**config.mk**
```make
export PLATFORM = sky130hd
export DESIGN_NAME = md_pad_responder
export DESIGN_NICKNAME = d
export VERILOG_FILES = /design/src/rtl/md_pad_pkg.sv /design/src/rtl/md_pad_responder_sync.sv /design/src/rtl/md_pad_responder.sv
export SDC_FILE = /design/constraint.sdc
export NUM_CORES = 1
export LEC_CHECK = 0
export ABC_AREA = 1
export CAP_MARGIN = 10
export CORE_ASPECT_RATIO = 0.75
export CORE_MARGIN = 2
export CORE_UTILIZATION = 40
export CTS_CLUSTER_DIAMETER = 40
export CTS_CLUSTER_SIZE = 30
export DETAILED_ROUTE_END_ITERATION = 16
export GPL_TIMING_DRIVEN = 0
export PLACE_DENSITY_LB_ADDON = 0.3
export RECOVER_POWER = 100
export SYNTH_ARGS = -nofsm -noshare
export SYNTH_HDL_FRONTEND = slang
export SYNTH_SLANG_ARGS = --single-unit
```
**constraint.sdc**
```tcl
create_clock -name clk -period 2 [get_ports clk]
set_clock_uncertainty 0.05 [all_clocks]
set_input_delay 0.3 -clock clk [delete_from_list [all_inputs] [get_ports clk]]
set_output_delay 0.3 -clock clk [all_outputs]
set_load 0.05 [all_outputs]
```
**src/rtl/md_pad_pkg.sv**
```systemverilog
// Shared constants and pin-pattern helper for the Mega Drive pad responder.
// Pure combinational definitions; no state, no flow control.
package md_pad_pkg;

    localparam int BTN_R     = 0;
    localparam int BTN_L     = 1;
    localparam int BTN_D     = 2;
    localparam int BTN_U     = 3;
    localparam int BTN_B     = 4;
    localparam int BTN_C     = 5;
    localparam int BTN_A     = 6;
    localparam int BTN_START = 7;
    localparam int BTN_MODE  = 8;
    localparam int BTN_X     = 9;
    localparam int BTN_Y     = 10;
    localparam int BTN_Z     = 11;

    localparam int PIN_P1 = 0;
    localparam int PIN_P2 = 1;
    localparam int PIN_P3 = 2;
    localparam int PIN_P4 = 3;
    localparam int PIN_P6 = 4;
    localparam int PIN_P9 = 5;

    localparam logic [2:0] CNT_SAT = 3'd5;

    typedef enum logic [2:0] {
        PAT_NORM_HI,
        PAT_NORM_LO,
        PAT_ID,
        PAT_EXT,
        PAT_ALL_HI
    } md_pat_e;

    function automatic md_pat_e md_pat_kind(input logic sel, input logic [2:0] cnt,
                                            input logic six);
        if (six && cnt == 3'd3) return sel ? PAT_EXT : PAT_ID;
        if (six && cnt == 3'd4 && !sel) return PAT_ALL_HI;
        return sel ? PAT_NORM_HI : PAT_NORM_LO;
    endfunction

    // Returns active-low pin levels indexed by PIN_*.
    function automatic logic [5:0] md_pattern(input logic sel, input logic [2:0] cnt,
                                              input logic [11:0] buttons, input logic six);
        logic [5:0] p;
        p = '1;
        case (md_pat_kind(sel, cnt, six))
            PAT_NORM_HI: begin
                p[PIN_P9] = ~buttons[BTN_C];
                p[PIN_P6] = ~buttons[BTN_B];
                p[PIN_P4] = ~buttons[BTN_R];
                p[PIN_P3] = ~buttons[BTN_L];
                p[PIN_P2] = ~buttons[BTN_D];
                p[PIN_P1] = ~buttons[BTN_U];
            end
            PAT_EXT: begin
                p[PIN_P9] = ~buttons[BTN_C];
                p[PIN_P6] = ~buttons[BTN_B];
                p[PIN_P4] = ~buttons[BTN_MODE];
                p[PIN_P3] = ~buttons[BTN_X];
                p[PIN_P2] = ~buttons[BTN_Y];
                p[PIN_P1] = ~buttons[BTN_Z];
            end
            PAT_NORM_LO: begin
                p[PIN_P9] = ~buttons[BTN_START];
                p[PIN_P6] = ~buttons[BTN_A];
                p[PIN_P4] = 1'b0;
                p[PIN_P3] = 1'b0;
                p[PIN_P2] = ~buttons[BTN_D];
                p[PIN_P1] = ~buttons[BTN_U];
            end
            PAT_ID: begin
                p[PIN_P9] = ~buttons[BTN_START];
                p[PIN_P6] = ~buttons[BTN_A];
                p[PIN_P4] = 1'b0;
                p[PIN_P3] = 1'b0;
                p[PIN_P2] = 1'b0;
                p[PIN_P1] = 1'b0;
            end
            PAT_ALL_HI: begin
                p[PIN_P9] = ~buttons[BTN_START];
                p[PIN_P6] = ~buttons[BTN_A];
                p[PIN_P4] = 1'b1;
                p[PIN_P3] = 1'b1;
                p[PIN_P2] = 1'b1;
                p[PIN_P1] = 1'b1;
            end
            default: p = '1;
        endcase
        return p;
    endfunction

endpackage

```
**src/rtl/md_pad_responder_sync.sv**
```systemverilog
// Select-line synchronizer with edge detect; sel_s_o lags sel_i by SYNC_STAGES clocks,
// rise_o/fall_o are combinational on the synced value. No flow control.
module md_sel_sync #(
    parameter int SYNC_STAGES = 2
) (
    input  logic clk,
    input  logic reset_n,
    input  logic sel_i,
    output logic sel_s_o,
    output logic rise_o,
    output logic fall_o
);

    logic [SYNC_STAGES-1:0] sync_q;
    logic                   sel_prev_q;

    always_ff @(posedge clk) begin
        if (!reset_n) begin
            sync_q     <= '1;
            sel_prev_q <= 1'b1;
        end else begin
            sync_q     <= {sync_q[SYNC_STAGES-2:0], sel_i};
            sel_prev_q <= sync_q[SYNC_STAGES-1];
        end
    end

    assign sel_s_o = sync_q[SYNC_STAGES-1];
    assign rise_o  = sel_s_o & ~sel_prev_q;
    assign fall_o  = ~sel_s_o & sel_prev_q;

endmodule

```
**src/rtl/md_pad_responder.sv**
```systemverilog
// Device side of the MD DB9 pad protocol: select edges step a phase counter that picks the pin pattern.
// Select-to-pin SYNC_STAGES+1 clocks, button-to-pin 1 clock; no backpressure, pins always driven.
module md_pad_responder
    import md_pad_pkg::*;
#(
    parameter bit SIX_BUTTON     = 1'b1,
    parameter int TIMEOUT_CYCLES = 18000,
    parameter int SYNC_STAGES    = 2
) (
    input  logic        clk,
    input  logic        reset_n,
    input  logic        sel_in,
    input  logic [11:0] buttons,
    output logic [5:0]  pad_out,
    output logic        six_active,
    output logic [2:0]  phase
);

    localparam int TW = ($clog2(TIMEOUT_CYCLES) > 15) ? $clog2(TIMEOUT_CYCLES) : 15;
    localparam logic [TW-1:0] TMAX = TW'(TIMEOUT_CYCLES - 1);

    logic          sel_s;
    logic          rise;
    logic          fall;
    logic          timeout;
    logic [TW-1:0] timer_q, timer_d;
    logic [2:0]    cnt_q, cnt_d;
    logic [5:0]    pad_q, pad_d;

    md_sel_sync #(
        .SYNC_STAGES(SYNC_STAGES)
    ) u_sync (
        .clk     (clk),
        .reset_n (reset_n),
        .sel_i   (sel_in),
        .sel_s_o (sel_s),
        .rise_o  (rise),
        .fall_o  (fall)
    );

    // A fall on the timeout clock counts from zero, so the fresh cycle starts at 1.
    always_comb begin
        timeout = (timer_q == TMAX);
        cnt_d   = cnt_q;
        timer_d = timer_q;
        if (fall) begin
            if (timeout)              cnt_d = 3'd1;
            else if (cnt_q == CNT_SAT) cnt_d = CNT_SAT;
            else                      cnt_d = cnt_q + 3'd1;
        end else if (timeout) begin
            cnt_d = 3'd0;
        end
        if (rise || fall)  timer_d = '0;
        else if (!timeout) timer_d = timer_q + 1'b1;
        pad_d = md_pattern(sel_s, cnt_d, buttons, SIX_BUTTON);
    end

    always_ff @(posedge clk) begin
        if (!reset_n) begin
            timer_q <= '0;
            cnt_q   <= 3'd0;
            pad_q   <= '1;
        end else begin
            timer_q <= timer_d;
            cnt_q   <= cnt_d;
            pad_q   <= pad_d;
        end
    end

    assign pad_out    = pad_q;
    assign phase      = cnt_q;
    assign six_active = SIX_BUTTON && (cnt_q == 3'd3 || cnt_q == 3'd4);

endmodule

```
==> reports/results.tsv, run 1 <==
metric	value	unit
status	complete, no violations	
dpl-instance-area	0.00160	sq mm
p_seq_share	56.2	%
synthesis.area	0.00131	sq mm
n_antenna_cell	0	
power_frac_clock	30.4	%
die_w	70.1	um
clk_pin_slew_worst_paths	0.09	ns
grt_util_met2	24.3	%
gr-usage-met3	3.93	%
ys_ff_latch	27	
async_flop_share	0	%
p_sw	0.000252	W
routed_via_density	4.89	
wl_per_cell	10.6	um
yosys_most_used_dff	dfxtp_1	
slowest_stage	clkdlybuf4s50_1	
die_y	53.6	um
io_pins	25	
core_area	0.00304	sq mm
path_cells	clkdlybuf4s50_1	
p_leak	0.654	nW
multi_input_area	651	sq um
syn_avg_cell_area	6.97	sq um
synth_cell_types	22	
max_cap_violations	0	
dp_hpwl	2.11	mm
max-vdd-ir-drop	0.335	mV
synth_cells	188	
startpoint_type	register	
final_net_count	234	
fill_cells	317	
row_count	17	
grt_overflow_total	0	
swShare	25.1	%
initial_core_util	43.1	%
ys_warn_count	0	
top_usage_layer	met2	
synthMuxAreaShare	0	%
gp_congestion	0.825	
cts_tree	yes	
critPathKind	reg2out	
hold_class	reg2reg	
clockBufferDepth	2	
track_usage	15.9	%
post_layout_nonfiller_instances	254	
post_cts_buffers	0	
antenna_found_initial	0	
path_delay_family	buffers and inverters	
slowest_delay	0.85	ns
holdPathStages	1	
gr-usage-met1	22.9	%
syn_nets	205	
numClockSinks	27	
synthToLayoutAreaGrowth	24.8	%
fp.dieArea	0.00376	sq mm
grt_pass1_wl	4.67	mm
r2r_cells	9	
crit_arrival	1.57	ns
synth_fa_ha_area_share	1.91	%
max_freq	0.521	GHz
synth_seq_area_share	41.2	%
first_iter_violations	74	
setup_tns	0	ns
htreeDepth	1	
worst_pin_slew	0.520	ns
grt_setup_unrepaired	false	
synth_top_family_by_area	simple AND/OR/NAND/NOR gates	
path_depth	1	
slew_headroom	65.2	%
clk_latency	0.27	ns
finalMaxSlewViolations	0	
cp_num_buf_inv	1	
ctsRootBufferMaster	clkbuf_8	
synth-edff-count	0	
finalCritPeriodShare	96.0	%
end_kind	output pin	
hold_viol	0	
seq_area	541	sq um
drt-total-wl	2.70	mm
vias	1241	
path_max_fanout	6	
combPwrFrac	13.4	%
required	1.65	ns
synthXorXnorAreaFrac	1.34	%
ant_nets	0	
drt_first_pass_iters	4	
cts_buffers	3	
grt_pass1_vias	1018	
min_period	1.92	ns
drc	0	
synth_compound_area_share	9.92	%
dp_cells	250	
grt_max_degree	15	
p_int	0.000753	W
synthSimpleGateAreaFrac	36.6	%
port_buffers	24	
drive_gt1_share	9.26	%
design_area	0.00164	sq mm
powerDensity	614	mW/mm^2
setup_viol	0	
-- synthesized netlist by cell type, types with 2 or more instances --
master	instances	area [sq um]
nand2_1	30	113
xor2_1	2	17.5
dfxtp_1	27	541
inv_1	30	113
nand4_1	7	43.8
nor3_1	5	25.0
nand2_2	6	37.5
nor2_1	29	109
ha_1	2	25.0
nor2_2	2	12.5
a21oi_1	11	55.1
nand3_1	14	70.1
o21ai_0	11	55.1
nand3_2	2	20.0
or2_2	3	18.8
-- cells in the final DEF (no fill, tap or decap), types with 2 or more instances in the layout --
cell / n
nor3_1: 5
xor2_1: 2
clkbuf_8: 3
nor2_1: 29
nand3_1: 15
dlygate4sd3_1: 7
clkdlybuf4s50_1: 16
nand2_2: 6
inv_1: 29
a21oi_1: 11
or2_2: 3
nand4_1: 7
dfxtp_1: 27
nand2_1: 30
o21ai_0: 11
nor2_2: 2
-- cell families (layout without fill, tap and decap cells) --
family / after synthesis / in the layout
xor+xnor: 2 / 2
flops: 27 / 27
compound gates: 25 / 25
buf+inv: 31 / 59
fa+ha+maj: 2 / 2
simple gates: 101 / 101
-- worst paths after layout --
path / from / end / slack (ns)
max: phase[2] / phase[2] / 0.08
min: u_sync.sync_q[0] / u_sync.sync_q[1] / 0.37
max reg2reg: timer_q[0] / pad_out[0] / 0.21
min reg2reg: u_sync.sync_q[0] / u_sync.sync_q[1] / 0.37
-- registers in the layout (all words and copies together) (netlist names) --
signal,count
u_sync.sel_prev_q,1
pad_out,6
phase,3
u_sync.sync_q,2
timer_q,15
-- repair_timing --
action	4_1_cts	5_1_grt
gates resized for setup	1	4
hold buffers	0	0
setup endpoints to repair	1	5
-- through the flow --
| step | hold slack, ns | setup slack (ns) | utilization (%) | total power (W) |
|---|---|---|---|---|
| floorplan | 0.319 | 0.0179 | - | 0.000657 |
| global placement | 0.345 | 0.121 | 52.6 | 0.000716 |
| detailed placement | 0.353 | 0.134 | 52.6 | 0.000716 |
| CTS | 0.376 | 0.0612 | 54.0 | 0.00102 |
| global route | 0.388 | 0.0205 | 53.8 | 0.00106 |
| finish | 0.371 | 0.0802 | 53.8 | 0.00101 |
-- routing by layer --
layer  share of wire, %  up-vias
met1                 54      547
met2                 41       23
met3                3.4        5
li1                   -      666
met4                1.1        0
met5                  0        -
-- layout make-up --
class / instances / share of cell area [%]
well taps: 38 / 2.91
repair buffers: 24 / 14.4
multi-input cells: 130 / 39.8
clock buffers: 4 / 2.75
inverters: 30 / 6.88
flip-flops and latches: 27 / 33.0
plain buffers: 1 / 0.306
-- power by group through the flow --
stage                     registers, W  clock network [W]  logic [W]
after floorplan               0.000612                  0  0.0000455
after global placement        0.000578                  0   0.000138
after detailed placement      0.000578                  0   0.000138
after CTS                     0.000565           0.000320   0.000139
after global routing          0.000568           0.000342   0.000148
final                         0.000565           0.000306   0.000135
-- worst reg2reg max path, stage by stage, from the launching register on --
cell and delay (ns):
dfxtp_1 0.37, ha_1 0.26, nand3_1 0.17, nor2_1 0.08, nand2_2 0.17, nand2_1 0.12, nor2_2 0.21, nand2_2 0.12
nand2_1 0.07, nand3_1 0.08
No activity file was read; power rests on OpenSTA's default activity.
==> run 2: changes to the inputs <==
- CORE_MARGIN: 2 -> 1.5
- SYNTH_HIERARCHICAL: not set -> 1
- clock period: 2 -> 2.41 ns (I/O delays scaled with it)
==> run 2 against run 1 <==
Compared with the run above:
- combinational power decreased by 16%
- synthesized area increased by 0.76%
- cell count unchanged
- highest routed layer is now met3
- worst hold slack got worse by 0.0025 ns
- final area increased by 0.31%
- clock power decreased by 17%
- non-clock buffer count increased by 2
- wire length increased by 2.0%
- sequential cell count unchanged
==> reports/results.tsv, run 2 <==
metric	value	unit	change
max_cap_violations	0		unchanged
numClockSinks	27		unchanged
slowest_stage	clkdlybuf4s50_1		
hold_class	reg2reg		
ys_warn_count	6		+6
grt_setup_unrepaired	false		
p_leak	0.673	nW	+2.9%
required	2.00	ns	+0.35 ns
routed_via_density	4.76		-2.6%
ctsRootBufferMaster	clkbuf_8		
cts_tree	yes		
die_w	69.4	um	-1.1%
startpoint	phase[0]		
final_net_count	233		-0.43%
path_delay_family	buffers and inverters		
async_flop_share	0	%	unchanged
yosysMostFrequentCell	nor2_1		
yosys_most_used_dff	dfxtp_1		
synth_fa_ha_area_share	0.947	%	-0.96 points
r2r_start	timer_q[0]		
synth_top_family_by_area	simple AND/OR/NAND/NOR gates		
fp.dieArea	0.00366	sq mm	-2.6%
n_antenna_cell	0		unchanged
synth-edff-count	0		unchanged
hold_path.startpoint	u_sync/sync_q[0]		
powerDensity	510	mW/mm^2	-17%
fill_cells	303		-4.4%
path_cells	nand2_1 -> o22ai_1 -> clkdlybuf4s50_1		
end_kind	output pin		
holdBufCountCts	0		unchanged
synth_seq_area_share	40.9	%	-0.31 points
seq_area	541	sq um	unchanged
first_iter_violations	71		-4.1%
clk_latency	0.27	ns	about the same
synth_cell_types	27		+23%
regMostFlops	timer_q		
synthToLayoutAreaGrowth	24.2	%	
setup_tns	0	ns	unchanged
topRoutingLayerUsed	met3		
min_period	2.24	ns	
ant_nets	0		unchanged
status	complete, no violations		
htreeDepth	1		unchanged
drive_gt1_share	9.26	%	unchanged
wl_per_cell	10.8	um	+2.0%
syn_avg_cell_area	7.03	sq um	+0.76%
fin_total_pwr	0.000837	W	-17%
ys_ff_latch	27		unchanged
clk_pin_slew_worst_paths	0.09	ns	about the same
crit_arrival	1.83	ns	+0.26 ns
ctsResizeCount	0		-1
antenna_found_initial	0		unchanged
cts_buffers	3		unchanged
setup_viol	0		unchanged
path_max_fanout	6		unchanged
synthXorXnorAreaFrac	1.33	%	-0.010 points
row_count	17		unchanged
max-vdd-ir-drop	0.274	mV	-18%
vias	1209		-2.6%
multi_input_area	636	sq um	-2.3%
critPathKind	reg2out		
synthesis.area	0.00132	sq mm	+0.76%
max_freq	0.446	GHz	
slowest_delay	0.82	ns	-0.03 ns
synth_cells	188		unchanged
yosys-top-cells-area	dfxtp_1 41%, nor2_1 8.5%, inv_1 7.7%		
timing.hold.ws	0.369	ns	-0.00245 ns
grt_pass1_vias	1040		+2.2%
port_buffers	24		unchanged
synthSimpleGateAreaFrac	35.1	%	-1.5 points
wl_met2	1.06	mm	-5.3%
drt-total-wl	2.76	mm	+2.0%
post_cts_buffers	0		unchanged
core_area	0.00304	sq mm	unchanged
finalMaxSlewViolations	0		unchanged
track_usage	16.1	%	+0.16 points
most-common-layout-cells	31 x nor2_1, 29 x nand2_1, 27 x inv_1, 27 x dfxtp_1, 14 x clkdlybuf4s50_1		
grt_pass1_wl	4.66	mm	-0.30%
slew_headroom	65.5	%	+0.33 points
worst_pin_slew	0.515	ns	-0.00488 ns
cp_num_buf_inv	1		unchanged
hold_viol	0		unchanged
grt_max_degree	15		unchanged
gp_congestion	0.798		-3.4%
synth_top_area_share	40.9	%	-0.31 points
synthMuxAreaShare	0	%	unchanged
largest_reg_flops	15		unchanged
synth_commonest_cells	30 x nor2_1, 27 x dfxtp_1, 27 x inv_1, 27 x nand2_1		
die_y	52.8	um	-1.5%
startpoint_type	register		
io_pins	25		unchanged
drc	0		unchanged
finalCritPeriodShare	93.1	%	
initial_core_util	43.4	%	+0.33 points
dp_hpwl	2.14	mm	+1.5%
syn_nets	204		-0.49%
wl_met1	1.50	mm	+2.6%
dr_wl_met3	198	um	+110%
clockBufferDepth	2		unchanged
final_common_cell	nor2_1		
grt_overflow_total	0		unchanged
drt_first_pass_iters	4		unchanged
synth_top_area_cell	dfxtp_1		
synth_compound_area_share	11.6	%	+1.7 points
## run 2: cell count changes after synthesis, moves of 2 or more
| cell | before | now |
|---|---|---|
| inv_1 | 30 | 27 |
| nor2_4 | 0 | 2 |
| o21ai_0 | 11 | 13 |
| inv_2 | 0 | 2 |
| nand2_4 | 0 | 2 |
| nand2_1 | 30 | 27 |
| or2_2 | 3 | 0 |
## run 2: path summary, 6_finish.rpt
| kind | end | slack, ns | cells past startpoint |
|---|---|---|---|
| max | six_active | 0.17 | 3 |
| min | u_sync/sync_q[1] | 0.37 | 2 |
| max reg2reg | pad_out[1] | 0.63 | 10 |
| min reg2reg | u_sync/sync_q[1] | 0.37 | 2 |
## run 2: kinds of logic after synthesis
family,Yosys count
buffers and inverters,33
XOR/XNOR,2
adder cells (fa/ha/maj),1
flip-flops,27
AND/OR/NAND/NOR,96
AO/OA/AOI/OAI,29
## run 2: metrics by stage
step           instances  setup slack (ns)  utilization, %  instance area (sq um)
5_1_grt              254            0.0497            54.0                   1640
4_1_cts              254             0.189            54.4                   1650
3_5_place_dp         250             0.159            52.9                   1610
6_report             254             0.167            54.0                   1640
2_1_floorplan        188             0.364               -                   1320
3_3_place_gp         250             0.192            52.9                   1610
## run 2: worst reg2reg max path: stages (launching register included)
cell     delay (ns)
dfxtp_1        0.38
ha_1           0.20
nand3_1        0.09
nor2_1         0.28
nand2_4        0.14
nand2_2        0.09
nand2_2        0.06
nand2_4        0.10
nand2_1        0.11
nand2_1        0.09
nand3_1        0.08
## run 2: cell type report
cell class	instances	share of cell area, %
clock buffers	4	2.74
multi-input cells	128	38.7
repair buffers	24	14.6
flip-flops and latches	27	32.9
well taps	38	2.90
plain buffers	3	1.22
inverters	30	6.86
## run 2: per-layer routing
layer	GRT usage (%)	vias to the layer above
li1	-	655
met1	23.9	525
met2	22.4	29
met3	5.19	0
met4	2.94	0
met5	0	-
## run 2: where the power goes
group	switching, W	total, W	internal (W)
Sequential	0.00000750	0.000468	0.000460
Combinational	0.0000671	0.000114	0.0000474
Clock	0.000136	0.000254	0.000118
==> run 3: changes to the inputs <==
- CORE_ASPECT_RATIO: 0.75 -> not set
==> run 3 against run 2 <==
Compared with the run above:
- total power decreased by 5.7%
- fmax decreased by 2.1%
- worst setup slack got worse by 0.048 ns
- first-iteration DRC count decreased by 48%
- register-to-register slack about the same
- sequential share of layout area increased by 0.13 points
- global-route usage decreased by 0.73 points
- final area decreased by 0.38%
- via count decreased by 0.41%
==> reports/results.tsv, run 3 (synthesis results as in run 2) <==
metric	value	unit	change
status	complete, no violations		
path_delay_family	buffers and inverters		
drt_first_pass_iters	4		unchanged
row_count	20		+3
slowest_stage	clkdlybuf4s50_1		
grt_pass1_wl	4.26	mm	-8.4%
setup_tns	0	ns	unchanged
clk_pin_slew_worst_paths	0.15	ns	+0.06 ns
cp_num_buf_inv	1		unchanged
max-vdd-ir-drop	0.238	mV	-13%
port_buffers	24		unchanged
setup_viol	0		unchanged
gp_congestion	0.797		about the same
ant_nets	0		unchanged
clockBufferDepth	2		unchanged
required	2.00	ns	about the same
layout_setup_ws	0.120	ns	-0.0479 ns
synthToLayoutAreaGrowth	23.8	%	
cts_tree	yes		
vias	1204		-0.41%
most-common-layout-cells	31 x nor2_1, 28 x nand2_1, 27 x inv_1, 27 x dfxtp_1, 14 x clkdlybuf4s50_1		
slew_headroom	65.8	%	+0.24 points
max_freq	0.437	GHz	-2.1%
core_area	0.00310	sq mm	+2.0%
dp_hpwl	1.98	mm	-7.7%
track_usage	15.3	%	-0.73 points
n_antenna_cell	0		unchanged
final_common_cell	nor2_1		
grt_setup_unrepaired	false		
max_cap_violations	0		unchanged
critPathKind	reg2out		
die_y	60.5	um	+15%
numClockSinks	27		unchanged
startpoint_type	register		
path_max_fanout	6		unchanged
fp.dieArea	0.00366	sq mm	about the same
drt-total-wl	2.51	mm	-8.9%
drc	0		unchanged
clk_latency	0.33	ns	+0.06 ns
initial_core_util	42.6	%	-0.86 points
cts_buffers	3		unchanged
crit_arrival	1.88	ns	+0.05 ns
hold_class	reg2reg		
post_cts_buffers	0		unchanged
worst_pin_slew	0.512	ns	-0.00354 ns
path_depth	3		unchanged
hold_path.startpoint	u_sync/sync_q[0]		
slowest_delay	0.82	ns	about the same
first_iter_violations	37		-48%
htreeDepth	1		unchanged
powerDensity	482	mW/mm^2	-5.4%
drive_gt1_share	9.72	%	+0.46 points
r2r_start	u_sync/sel_prev_q		
ctsResizeCount	0		unchanged
antenna_found_initial	0		unchanged
path_cells	nand2_2 -> o22ai_1 -> clkdlybuf4s50_1		
end_kind	output pin		
grt_pass1_vias	973		-6.4%
grt_max_degree	17		+2
dp_slack	0.250	ns	+0.0903 ns
startpoint	phase[0]		
p_leak	0.662	nW	-1.6%
final_net_count	233		unchanged
grt_overflow_total	0		unchanged
r2r_cells	9		-1
regMostFlops	timer_q		
wl_per_cell	9.65	um	-11%
min_period	2.29	ns	+0.0479 ns
finalCritPeriodShare	95.0	%	+2.0 points
largest_reg_flops	15		unchanged
routed_via_density	4.63		-2.7%
hold_viol	0		unchanged
die_w	60.5	um	-13%
finalMaxSlewViolations	0		unchanged
io_pins	25		unchanged
holdPathStages	2		unchanged
ctsRootBufferMaster	clkbuf_4		
holdBufCountCts	0		unchanged
run 3: path summary, 6_finish.rpt:
check / to / slack [ns]
worst min-delay path: u_sync/sync_q[1] / 0.38
worst min register to register: u_sync/sync_q[1] / 0.38
worst max-delay path: six_active / 0.12
worst max register to register: pad_out[0] / 0.64
run 3: worst reg2reg max path, stage by stage (launching register included):
cell	delay, ns
dfxtp_1	0.35
inv_1	0.04
nor2_1	0.23
inv_1	0.13
nor2_1	0.14
xor2_1	0.10
nor2_1	0.29
nand2_1	0.18
nand2_1	0.09
nand3_1	0.07
run 3: through the flow:
stage	cells	hold slack, ns	utilization (%)	cell area [sq um]	total power [W]
after CTS	260	0.375	53.1	1650	0.000801
final	260	0.376	52.7	1640	0.000789
after detailed placement	256	0.340	52.1	1620	0.000596
after floorplan	188	0.330	-	1320	0.000547
after global placement	256	0.336	52.1	1620	0.000595
after global routing	260	0.408	52.7	1640	0.000830
run 3: power breakdown:
part	internal [W]	total [W]	switching (W)
Sequential	0.000461	0.000468	0.00000710
Combinational	0.0000472	0.000113	0.0000663
Clock	0.0000637	0.000207	0.000144
run 3: final cells by class:
type / count / area, sq um
fillers: 329 / 1470
clock inverters: 1 / 7.51
repair buffers: 24 / 240
clock buffers: 3 / 22.5
flip-flops and latches: 27 / 541
inverters: 30 / 113
multi-input cells: 128 / 638
well taps: 44 / 55.1
plain buffers: 3 / 18.8
run 3: per-layer routing:
| metal | routed length, um | up-vias | part of all wire [%] | track usage [%] |
|---|---|---|---|---|
| met3 | 50 | 4 | 2.0 | 2.56 |
| met4 | 42 | 0 | 1.7 | 7.45 |
| met5 | 0 | - | 0 | 0 |
| met2 | 1090 | 15 | 44 | 22.5 |
| met1 | 1320 | 525 | 53 | 21.9 |
| li1 | - | 660 | - | - |
